==> src/rtl/std_div_pipe_if.sv <==
// Handshake and operand/result bundle between a controller and std_div_pipe.
// The controller drives go/left/right and consumes the results when done pulses.
interface std_div_pipe_if #(
    parameter int WIDTH = 32
);
    logic             go;
    logic [WIDTH-1:0] left;
    logic [WIDTH-1:0] right;
    logic [WIDTH-1:0] out_quotient;
    logic [WIDTH-1:0] out_remainder;
    logic             done;

    modport master (
        output go,
        output left,
        output right,
        input  out_quotient,
        input  out_remainder,
        input  done
    );

    modport slave (
        input  go,
        input  left,
        input  right,
        output out_quotient,
        output out_remainder,
        output done
    );
endinterface

==> src/rtl/std_div_pipe.sv <==
// Multi-cycle unsigned restoring divider: one quotient bit per clock, fixed
// latency of WIDTH+1 cycles from the go edge to the single-cycle done pulse.
module std_div_pipe #(
    parameter int WIDTH = 32
) (
    input  logic          clk,
    input  logic          reset,
    std_div_pipe_if.slave bus
);
    localparam int CW = $clog2(WIDTH);
    localparam logic [CW-1:0] LAST = CW'(WIDTH - 1);

    typedef enum logic [1:0] {
        ST_IDLE,
        ST_RUN,
        ST_DONE
    } state_t;

    state_t           state_reg,    state_next;
    logic [CW-1:0]    count_reg,    count_next;
    logic [WIDTH:0]   rem_reg,      rem_next;
    logic [WIDTH-1:0] shq_reg,      shq_next;
    logic [WIDTH-1:0] dividend_reg, dividend_next;
    logic [WIDTH-1:0] divisor_reg,  divisor_next;
    logic [WIDTH-1:0] quot_reg,     quot_next;
    logic [WIDTH-1:0] remout_reg,   remout_next;

    // One restoring step: shift the next dividend bit into the partial
    // remainder, subtract the divisor when it fits, and record the bit in Q.
    logic [WIDTH:0]   rem_shift;
    logic [WIDTH:0]   rem_diff;
    logic             fits;
    logic [WIDTH:0]   rem_step;
    logic [WIDTH-1:0] q_step;

    always_comb begin
        rem_shift = {rem_reg[WIDTH-1:0], shq_reg[WIDTH-1]};
        rem_diff  = rem_shift - {1'b0, divisor_reg};
        fits      = (rem_shift >= {1'b0, divisor_reg});
        rem_step  = fits ? rem_diff : rem_shift;
        q_step    = {shq_reg[WIDTH-2:0], fits};
    end

    always_comb begin
        state_next    = state_reg;
        count_next    = count_reg;
        rem_next      = rem_reg;
        shq_next      = shq_reg;
        dividend_next = dividend_reg;
        divisor_next  = divisor_reg;
        quot_next     = quot_reg;
        remout_next   = remout_reg;
        case (state_reg)
            ST_IDLE: begin
                if (bus.go) begin
                    state_next    = ST_RUN;
                    dividend_next = bus.left;
                    divisor_next  = bus.right;
                    shq_next      = bus.left;
                    rem_next      = '0;
                    count_next    = '0;
                end
            end
            ST_RUN: begin
                rem_next = rem_step;
                shq_next = q_step;
                if (count_reg == LAST) begin
                    state_next  = ST_DONE;
                    quot_next   = q_step;
                    remout_next = rem_step[WIDTH-1:0];
                end else begin
                    count_next = count_reg + CW'(1);
                end
            end
            ST_DONE: begin
                state_next = ST_IDLE;
            end
            default: begin
                state_next = ST_IDLE;
            end
        endcase
    end

    always_ff @(posedge clk) begin
        if (reset) begin
            state_reg    <= ST_IDLE;
            count_reg    <= '0;
            rem_reg      <= '0;
            shq_reg      <= '0;
            dividend_reg <= '0;
            divisor_reg  <= '0;
            quot_reg     <= '0;
            remout_reg   <= '0;
        end else begin
            state_reg    <= state_next;
            count_reg    <= count_next;
            rem_reg      <= rem_next;
            shq_reg      <= shq_next;
            dividend_reg <= dividend_next;
            divisor_reg  <= divisor_next;
            quot_reg     <= quot_next;
            remout_reg   <= remout_next;
        end
    end

    assign bus.out_quotient  = quot_reg;
    assign bus.out_remainder = remout_reg;
    assign bus.done          = (state_reg == ST_DONE);

    generate
        if (WIDTH < 2) begin : g_width_check
            $error("std_div_pipe: WIDTH must be at least 2");
        end
    endgenerate

    logic [2*WIDTH-1:0] check_sum;
    assign check_sum = ({{WIDTH{1'b0}}, quot_reg} * {{WIDTH{1'b0}}, divisor_reg})
                     + {{WIDTH{1'b0}}, remout_reg};

    always_ff @(posedge clk) begin
        if (!reset && bus.done && divisor_reg != '0) begin
            assert (check_sum == {{WIDTH{1'b0}}, dividend_reg})
                else $error("std_div_pipe: q*d+r does not equal the latched dividend");
        end
    end
endmodule

==> src/flat_wrapper.sv <==
// flat-port wrapper written by rule: the top's interface ports become plain ports
module std_div_pipe_flat 
#(
    parameter int WIDTH = 32
)
  (clk, reset, bus_go, bus_left, bus_right, bus_out_quotient, bus_out_remainder, bus_done);
  std_div_pipe_if #(.WIDTH(WIDTH)) bus_i ();
  input  logic clk;
  input  logic reset;
  input wire logic [$bits(bus_i.go)-1:0] bus_go;
  input wire logic [$bits(bus_i.left)-1:0] bus_left;
  input wire logic [$bits(bus_i.right)-1:0] bus_right;
  output wire logic [$bits(bus_i.out_quotient)-1:0] bus_out_quotient;
  output wire logic [$bits(bus_i.out_remainder)-1:0] bus_out_remainder;
  output wire logic [$bits(bus_i.done)-1:0] bus_done;
  assign bus_i.go = bus_go;
  assign bus_i.left = bus_left;
  assign bus_i.right = bus_right;
  assign bus_out_quotient = bus_i.out_quotient;
  assign bus_out_remainder = bus_i.out_remainder;
  assign bus_done = bus_i.done;
  std_div_pipe #(.WIDTH(WIDTH)) u_core (.clk(clk), .reset(reset), .bus(bus_i));
endmodule
==> config.mk <==
export PLATFORM = sky130hd
export DESIGN_NAME = std_div_pipe_flat
export DESIGN_NICKNAME = d
export VERILOG_FILES = /design/src/rtl/std_div_pipe_if.sv /design/src/rtl/std_div_pipe.sv /design/src/flat_wrapper.sv
export SDC_FILE = /design/constraint.sdc
export NUM_CORES = 1
export LEC_CHECK = 0
export BUFFER_PORTS_ARGS = -buffer_cell sky130_fd_sc_hd__buf_2
export CORE_MARGIN = 2
export CORE_UTILIZATION = 60
export DETAILED_ROUTE_END_ITERATION = 10
export GPL_TIMING_DRIVEN = 0
export PLACE_DENSITY_LB_ADDON = 0.15
export REMOVE_ABC_BUFFERS = 1
export SLEW_MARGIN = 10
export SYNTH_ARGS = -nofsm -noshare
export SYNTH_HDL_FRONTEND = slang
export SYNTH_SLANG_ARGS = --single-unit
==> constraint.sdc <==
create_clock -name clk -period 6 [get_ports clk]
set_clock_uncertainty 0.15 [all_clocks]
set_input_delay 0.3 -clock clk [delete_from_list [all_inputs] [get_ports clk]]
set_output_delay 0.3 -clock clk [all_outputs]
set_load 0.1 [all_outputs]
# Word level (Yosys, flattened, before mapping)
# Index checks and enable logic that the tools add are counted.
# W data, S select, Z words.
# word_totals
ff_bits	167
input_bits	67
output_inout_bits	65
wordCells	34
# op_classes
addsub	2
magnitude_cmp	1
n_eq_ne	6
n_mux	11
reduce_logical	7
# ops
op	count
$pmux W32 S2	2
$mux W32	3
$ge A33 B32 Y1	1
$sub A32 B32 Y32	1
$mux W5	2
$pmux W5 S2	1
$reduce_and A2 Y1	4
$add A5 B1 Y5 const B	1
$eq A5 B5 Y1 const B	1
$mux W2	2
$ne A2 B2 Y1 const B	2
$pmux W2 S2	1
$reduce_and A3 Y1	1
$eq A2 B1 Y1 const B	1
$eq A2 B2 Y1 const B	1
$logic_not A2 Y1	1
$ne A2 B1 Y1 const B	1
$reduce_bool A2 Y1	1

# Logic depth before layout (Yosys ltp)
# Gate-level depths: netlist of run 1.
# depth
word_depth	3
ltp_mapped	13
ltp_nobuf	12

# Least setup slack after synthesis of run 1
# No wires, ideal clock.
# synth_timing
path_kind	register to register
start	reg u_core.shq_reg[31]
end	reg u_core.remout_reg[26] (netlist: u_core.bus.out_remainder[26])
setup_time_ps	132
arrival_time_ps	2410
required_time_ps	5718
path_slack_ps	3308
path_stages_with_launch	13
n_path_buf	0
period_less_slack_ps	2692
path_cell_list	dfxtp_1 -> inv_1 -> ha_1 -> inv_1 -> fa_1 -> a21o_1 -> a221oi_2 -> o211a_1 -> o221ai_1 -> o31ai_1 -> xnor2_1 -> o211ai_1 -> a21oi_1
# synth_via
elab_chain_len	2
# synth_rtl
element	line	rtl
start, declared	std_div_pipe.sv:22	logic [WIDTH-1:0] shq_reg, shq_next;
start signal, assigned	std_div_pipe.sv:98	shq_reg <= shq_next;
$sub A32 B32 Y32 / $ge A33 B32 Y1 (equally long branches)	std_div_pipe.sv:38, std_div_pipe.sv:39	
$mux W32 *	std_div_pipe.sv:40	rem_step = fits ? rem_diff : rem_shift;
end signal, assigned	std_div_pipe.sv:102	remout_reg <= remout_next;
end, declared	std_div_pipe.sv:26	logic [WIDTH-1:0] remout_reg, remout_next;
# Every way passes the cells marked *; elsewhere a longest branch is shown, timed or not.
# A chain may end at the register's enable or synchronous reset.

# Worst setup path after layout of run 1
# layout_timing
start	reg u_core.divisor_reg[17]
end	reg u_core.rem_reg[19]
# layout_via
elab_chain_len	3
# layout_rtl
element	line	rtl
start, declared	std_div_pipe.sv:24	logic [WIDTH-1:0] divisor_reg, divisor_next;
start signal, assigned	std_div_pipe.sv:100	divisor_reg <= divisor_next;
$sub A32 B32 Y32 / $ge A33 B32 Y1 (equally long branches)	std_div_pipe.sv:38, std_div_pipe.sv:39	
$mux W32 *	std_div_pipe.sv:40	
$pmux W32 S2 *	std_div_pipe.sv:53	case (state_reg)
end signal, assigned	std_div_pipe.sv:97	rem_reg <= rem_next;
end, declared	std_div_pipe.sv:21	logic [WIDTH:0] rem_reg, rem_next;
# Marks and branches as above.

==> results of run 1 <==
==> where the power goes <==
group	internal (mW)	switching, mW	total (mW)
clock network	0.631	0.472	1.10
logic	0.754	1.16	1.92
registers	1.19	0.0615	1.25
==> metal layers <==
metal / GRT usage, % / vias to the layer above / share of wire [%]
met1: 39.1 / 3766 / 43
met3: 7.35 / 47 / 6.8
li1: - / 4030 / -
met4: 11.4 / 0 / 2.2
met2: 54.2 / 267 / 48
met5: 0 / - / 0
==> cell usage after synthesis, types with 8 or more instances <==
master and number:
a21o_1 13, a21oi_1 127, a311oi_1 34, and3_1 10, buf_2 9, clkbuf_1 54, dfxtp_1 167, ha_1 34
inv_1 39, mux2i_1 21, nand2_1 256, nand3_1 12, nand4_1 13, nor2_1 59, nor3_1 10, o211ai_1 10
o21ai_0 65, o21ai_1 9, or3_1 8, xnor2_1 15, xor2_1 10
==> how the worst max path moves through the flow <==
stage | startpoint | slack, ns | to
5_1_grt | u_core.divisor_reg[22]$_SDFFE_PP0P_ | 2.21 | u_core.rem_reg[19]$_SDFFE_PP0P_
4_1_cts | u_core.divisor_reg[17]$_SDFFE_PP0P_ | 2.46 | u_core.rem_reg[19]$_SDFFE_PP0P_
6_report | u_core.divisor_reg[17]$_SDFFE_PP0P_ | 2.42 | u_core.rem_reg[19]$_SDFFE_PP0P_
3_3_place_gp | u_core.state_reg[1]$_SDFFE_PP0P_ | 0.61 | u_core.rem_reg[0]$_SDFFE_PP0P_
2_1_floorplan | u_core.state_reg[0]$_SDFFE_PP0P_ | 2.55 | u_core.rem_reg[0]$_SDFFE_PP0P_
3_5_place_dp | u_core.divisor_reg[17]$_SDFFE_PP0P_ | 2.47 | u_core.rem_reg[19]$_SDFFE_PP0P_
==> final cells by class <==
cell class | instances | share of cell area, %
multi-input cells | 789 | 44.3
flip-flops and latches | 167 | 32.5
repair buffers | 201 | 13.9
clock buffers | 20 | 4.34
well taps | 180 | 2.19
inverters | 39 | 1.42
clock inverters | 12 | 1.37
==> cell families after synthesis <==
group	count (synthesis)	share of synthesized area [%]
and+or+nand+nor	395	20.1
AOI/OAI and AO/OA	313	23.8
DFF	167	40.1
buffers and inverters	114	5.51
adders and majority gates	35	5.34
xor gates and xnor gates	25	2.63
muxes	21	2.52
==> worst max-delay path, stage by stage, from the launching register on <==
cell	delay (ns)
dfxtp_1	0.34
inv_1	0.06
ha_1	0.47
nand4_1	0.24
nor4_2	0.35
nand2_1	0.09
a21oi_1	0.38
o211ai_2	0.17
nand2_2	0.43
buf_16	0.23
mux2i_1	0.39
o21ai_0	0.13
==> what timing repair did <==
item,in CTS,in global routing
setup endpoints to repair,0,0
hold buffers,63,0
hold endpoints to repair,63,0
==> stage by stage <==
stage / setup slack (ns) / cell area, um2 / instances / hold slack (ns) / utilization (%)
detailed placement: 2.47 / 9080 / 1313 / 0.294 / 66.2
global route: 2.21 / 10300 / 1408 / 0.0255 / 75.0
finish: 2.42 / 10300 / 1408 / 0.0269 / 75.0
CTS: 2.46 / 10300 / 1408 / 0.0121 / 75.0
floorplan: 2.55 / 8020 / 995 / 0.219 / -
global placement: 0.610 / 8900 / 1306 / 0.288 / 64.9
==> cells in the final DEF (no fill, tap or decap), types with 3 or more instances in the layout <==
master         instances
a211oi_1               6
a21o_1                13
a21oi_1              127
a22oi_1                3
a311oi_1              34
a32oi_1                3
a41oi_1                3
and2_1                 3
and3_1                10
buf_16                 4
buf_2                130
buf_4                  3
clkbuf_16             17
clkinvlp_4             3
dfxtp_1              167
dlygate4sd3_1         63
ha_1                  34
inv_1                 39
mux2i_1               21
nand2_1              253
nand2_2                4
nand2b_1               6
nand3_1               12
nand4_1               13
nor2_1                59
nor2b_1                4
nor3_1                 9
o211ai_1              10
o21ai_0               65
o21ai_1                9
o31ai_1                6
or3_1                  8
xnor2_1               15
xor2_1                10
==> run metrics, run 1 <==
MaxCap Viol Count=0; clock net sink count=167; Root Buffer=clkbuf_16; Setup Buffers After CTS=0; area delta synth->final=23.5%; post-DP HPWL=14.7 mm; Mean Syn Cell Area=7.79 um2; multi-input combinational cell area=0.00456 mm2; status=complete, no violations; R2R Path Start=u_core.divisor_reg[17]$_SDFFE_PP0P_; vias in the first global route=7702; H-tree depth=4; antenna cells=0; Setup crit end kind=flop; initial core utilization=60.8%; share of the synthesized area in the top cell type=40.1%; HP Start=bus_right[19]; Max Fanout on Critical Path=15; worst reg-to-reg setup slack=2.42 ns; Slew headroom=26.6%; sequential area share after synthesis=40.1%; total power=4.27 mW; Worst EP required=6.14 ns; EDFF count, synth=0; Min Clock Period, post-route=3.58 ns; worst slew pin tran=1.10 ns; total wire length=23.4 mm; Mapped Cells=1070; Clock Pin Slew Worst Setup and Hold Paths=0.07 ns; Hold Path Class=input port to flop; Worst R2R Path Depth=11; layout cells sized above 1=15.5%; async set or reset register ratio after synthesis=0%; post-synthesis sequential element count=167; Fin. Hold Viols=0; Residual DRC=0; Worst Hold Path EP=u_core.divisor_reg[19]$_SDFFE_PP0P_; DIE WIDTH=122 um; Max Freq=279 MHz; filler instances=1047; FP Rows=43; Ys Warns=0; hold-critical path depth=3; die height=122 um; DRT iter0 DRCs=492; Final Cycle Share=59.7%; Slew Viols, Final=0; DRT antenna net count=0; post-CTS sizing=0; Synth Cell Area=0.00834 mm2; Area contributors post-synth=dfxtp_1, nand2_1, a21oi_1; first-pass GRT wire length=37.5 mm; Ports=132; pin count of the biggest net entering global routing=69; Leak=4.34 nW; Clock Tree Buf Depth=2; I/O Buffers=131; via count=8110; # setup viols final=0; CTS buffer count=17; fin nets=1317; router iterations before antenna repair=5; Final Wtd Congestion=0.916; RSZ-0062 raised after global routing=false; post-synth cell types=69; Core Area=0.0137 mm2; Most used DFF post-synth=dfxtp_1; Startpoint Class=flop; global-route usage over all layers=31.7%; reg2reg end=u_core.rem_reg[19]$_SDFFE_PP0P_; Critical Path AT=3.72 ns; routed vias/inst=5.76; Power Density=415 mW/mm2; clk_lat worst skew=0.44 ns; CTS tree=done; initial antenna violation count=0; critical path class=flop to flop; die area=0.0149 mm2; IR Drop Worst-Case VDD=0.255 mV; setup_tns=0 ns; Synth area leader=dfxtp_1; grt ovf=0; sequential cell area=0.00334 mm2; Avg WL per Cell=16.6 um
Note: power is estimated with default switching activity, not from simulation.
==> run 2, diff against run 1 <==
--- a/config.mk
+++ b/config.mk
@@ -5,9 +5,10 @@
 export SDC_FILE = /design/constraint.sdc
 export NUM_CORES = 1
 export LEC_CHECK = 0
+export ABC_AREA = 1
 export BUFFER_PORTS_ARGS = -buffer_cell sky130_fd_sc_hd__buf_2
 export CORE_MARGIN = 2
-export CORE_UTILIZATION = 60
+export CORE_UTILIZATION = 52
 export DETAILED_ROUTE_END_ITERATION = 10
 export GPL_TIMING_DRIVEN = 0
 export PLACE_DENSITY_LB_ADDON = 0.15
==> constraint.sdc (replaced) <==
create_clock -name clk -period 3.29 [get_ports clk]
set_clock_uncertainty 0.15 [all_clocks]
set_input_delay 0.1645 -clock clk [delete_from_list [all_inputs] [get_ports clk]]
set_output_delay 0.1645 -clock clk [all_outputs]
set_load 0.1 [all_outputs]
==> run 2 against run 1 <==
Sequential power increased by 75%. Wire length increased by 7.0%. Via count increased by 11%. Die area increased by 27%.
==> run metrics, run 2 <==
status=complete, no violations; post-DP HPWL=17.0 mm; # setup viols final=0; Fin. Hold Viols=0; Ports=132; Root Buffer=clkbuf_16; slowest stage cell on the critical path=nor2_4; routed wl met2=11.7 mm; post-synth cell types=40; CTS buffer count=17; CTS tree=done; Min Clock Period, post-route=3.21 ns; metal3 WL=1.45 mm; total power=6.34 mW; Power Density=561 mW/mm2; Worst EP required=3.48 ns; DIE WIDTH=137 um; grt ovf=0; Mapped Cells=1362; Max Fanout on Critical Path=31; Core Area=0.0174 mm2; max layer used=met4; sequence of cells on the critical path=inv_1, nor2_4, nand2_2, nor2_4, inv_1, o21ai_0; commonest non-fill, non-tap cells in the layout=nand2_1, inv_1, dfxtp_1, buf_2, nand3_1; initial antenna violation count=0; Startpoint Class=flop; RSZ-0062 raised after global routing=true; clock net sink count=167; vias in the first global route=8466; Avg WL per Cell=14.2 um; EDFF count, synth=0; Synth Cell Area=0.00926 mm2; final setup margin=0.0787 ns; fin nets=1620; count leader, synth=nand2_1; IR Drop Worst-Case VDD=0.387 mV; antenna cells=0; Max Freq=311 MHz; worst slew pin tran=1.12 ns; pin count of the biggest net entering global routing=70; post-synthesis sequential element count=167; Leak=5.47 nW; DRT iter0 DRCs=486; critical path class=flop to flop; commonest non-fill, non-tap cell in the layout=nand2_1; die height=137 um; Hold Path Class=input port to flop; H-tree depth=4; FP Rows=48; I/O Buffers=131; Most used DFF post-synth=dfxtp_1; Area contributors post-synth=dfxtp_1, nand2_1, inv_1; routed vias/inst=5.14; Final Cycle Share=97.6%; die area=0.0189 mm2; Clock Pin Slew Worst Setup and Hold Paths=0.07 ns; Worst R2R Path Depth=6; clk_lat worst skew=0.43 ns; pre-CTS setup slack=-0.0241 ns; initial core utilization=53.4%; async set or reset register ratio after synthesis=0%; sequential area share after synthesis=36.1%; Final Wtd Congestion=0.892; global-route usage over all layers=27.2%; met1 WL=11.2 mm; MaxCap Viol Count=0; Setup crit end kind=flop; post-CTS sizing=0; Ys Warns=0; total wire length=25.0 mm; Critical Path AT=3.40 ns; Slew Viols, Final=0; area delta synth->final=21.9%; Crit path largest cell delay=0.60 ns; layout cells sized above 1=14.9%; filler instances=1634; Synth area leader=dfxtp_1; Clock Tree Buf Depth=2; hold-critical path depth=2; Setup Buffers After CTS=0; DRT antenna net count=0; first-pass GRT wire length=40.7 mm; router iterations before antenna repair=5; Commonest cells post-synth=nand2_1, inv_1, dfxtp_1; Slew headroom=25.6%; Mean Syn Cell Area=6.80 um2; share of the synthesized area in the top cell type=36.1%; Residual DRC=0; via count=9031
==> run 2: cell count changes in the layout (fill, tap and decap cells not counted), moves of 16 or more <==
cell,previous run,this run
inv_1,39,207
nand3_1,12,119
nand2_1,253,351
a211oi_1,6,62
a21oi_1,127,71
a311oi_1,34,0
mux2i_1,21,0
a31oi_1,2,18
==> run 2: cell families (layout without fill, tap and decap cells) <==
group           after synthesis  after routing  synth area share [%]
buf+inv                     278            446                  11.8
simple gates                610            611                  29.3
fa+ha+maj                    35             35                  4.81
xor+xnor                     15             15                  1.42
compound gates              257            257                  16.6
flops                       167            167                  36.1
==> run 2: final cells by class <==
cell class                      instances  area (um2)  area share, %
Multi-Input combinational cell        918        4840           42.9
Sequential cell                       167        3340           29.6
Timing Repair Buffer                  201        1440           12.8
Inverter                              213         801           7.09
Clock buffer                           17         425           3.77
Tap cell                              225         282           2.49
Clock inverter                         15         154           1.36
==> run 2: final timing paths <==
kind,to,slack [ns],start
max,u_core.bus.out_quotient[14]$_SDFFE_PP0P_,0.08,u_core.state_reg[0]$_SDFFE_PP0P_
min,u_core.state_reg[0]$_SDFFE_PP0P_,0.20,reset
max reg2reg,u_core.bus.out_quotient[14]$_SDFFE_PP0P_,0.08,u_core.state_reg[0]$_SDFFE_PP0P_
min reg2reg,u_core.divisor_reg[26]$_SDFFE_PP0P_,0.32,u_core.divisor_reg[26]$_SDFFE_PP0P_
==> run 2: repair_timing <==
action	in CTS	in global routing
endpoints found under the setup margin	20	8
endpoints found under the hold margin	64	0
gates cloned	1	0
pin swaps	1	0
hold buffers	64	0
==> run 2: metal layers <==
metal	track usage (%)	vias to the layer above
met5	0	-
met4	9.91	0
met3	5.45	44
met2	46.4	209
met1	34.0	4073
li1	-	4705
==> run 2: metrics by stage <==
stage          util, %  area [um2]  TNS (ns)  hold WS [ns]  cells
2_1_floorplan        -        8970   -120.48        0.0769   1297
3_3_place_gp      57.1        9900   -418.39         0.291   1653
3_5_place_dp      58.0       10100   -0.0567         0.302   1659
4_1_cts           65.1       11300         0         0.174   1756
5_1_grt           65.1       11300   -0.0972         0.224   1756
6_report          65.1       11300         0         0.200   1756
==> run 2: critical path: cells and delay by family, from the launching register on <==
kind                   cells  cell delay [ns]
and+or+nand+nor            3             1.55
AOI/OAI and AO/OA          1             0.37
buffers and inverters      2             0.69
DFF                        1             0.33
==> run 2: report_power, final <==
group / leakage (nW) / internal [mW] / switching [mW]
registers: 1.36 / 2.14 / 0.0527
logic: 3.83 / 0.721 / 1.44
clock network: 0.277 / 1.01 / 0.967
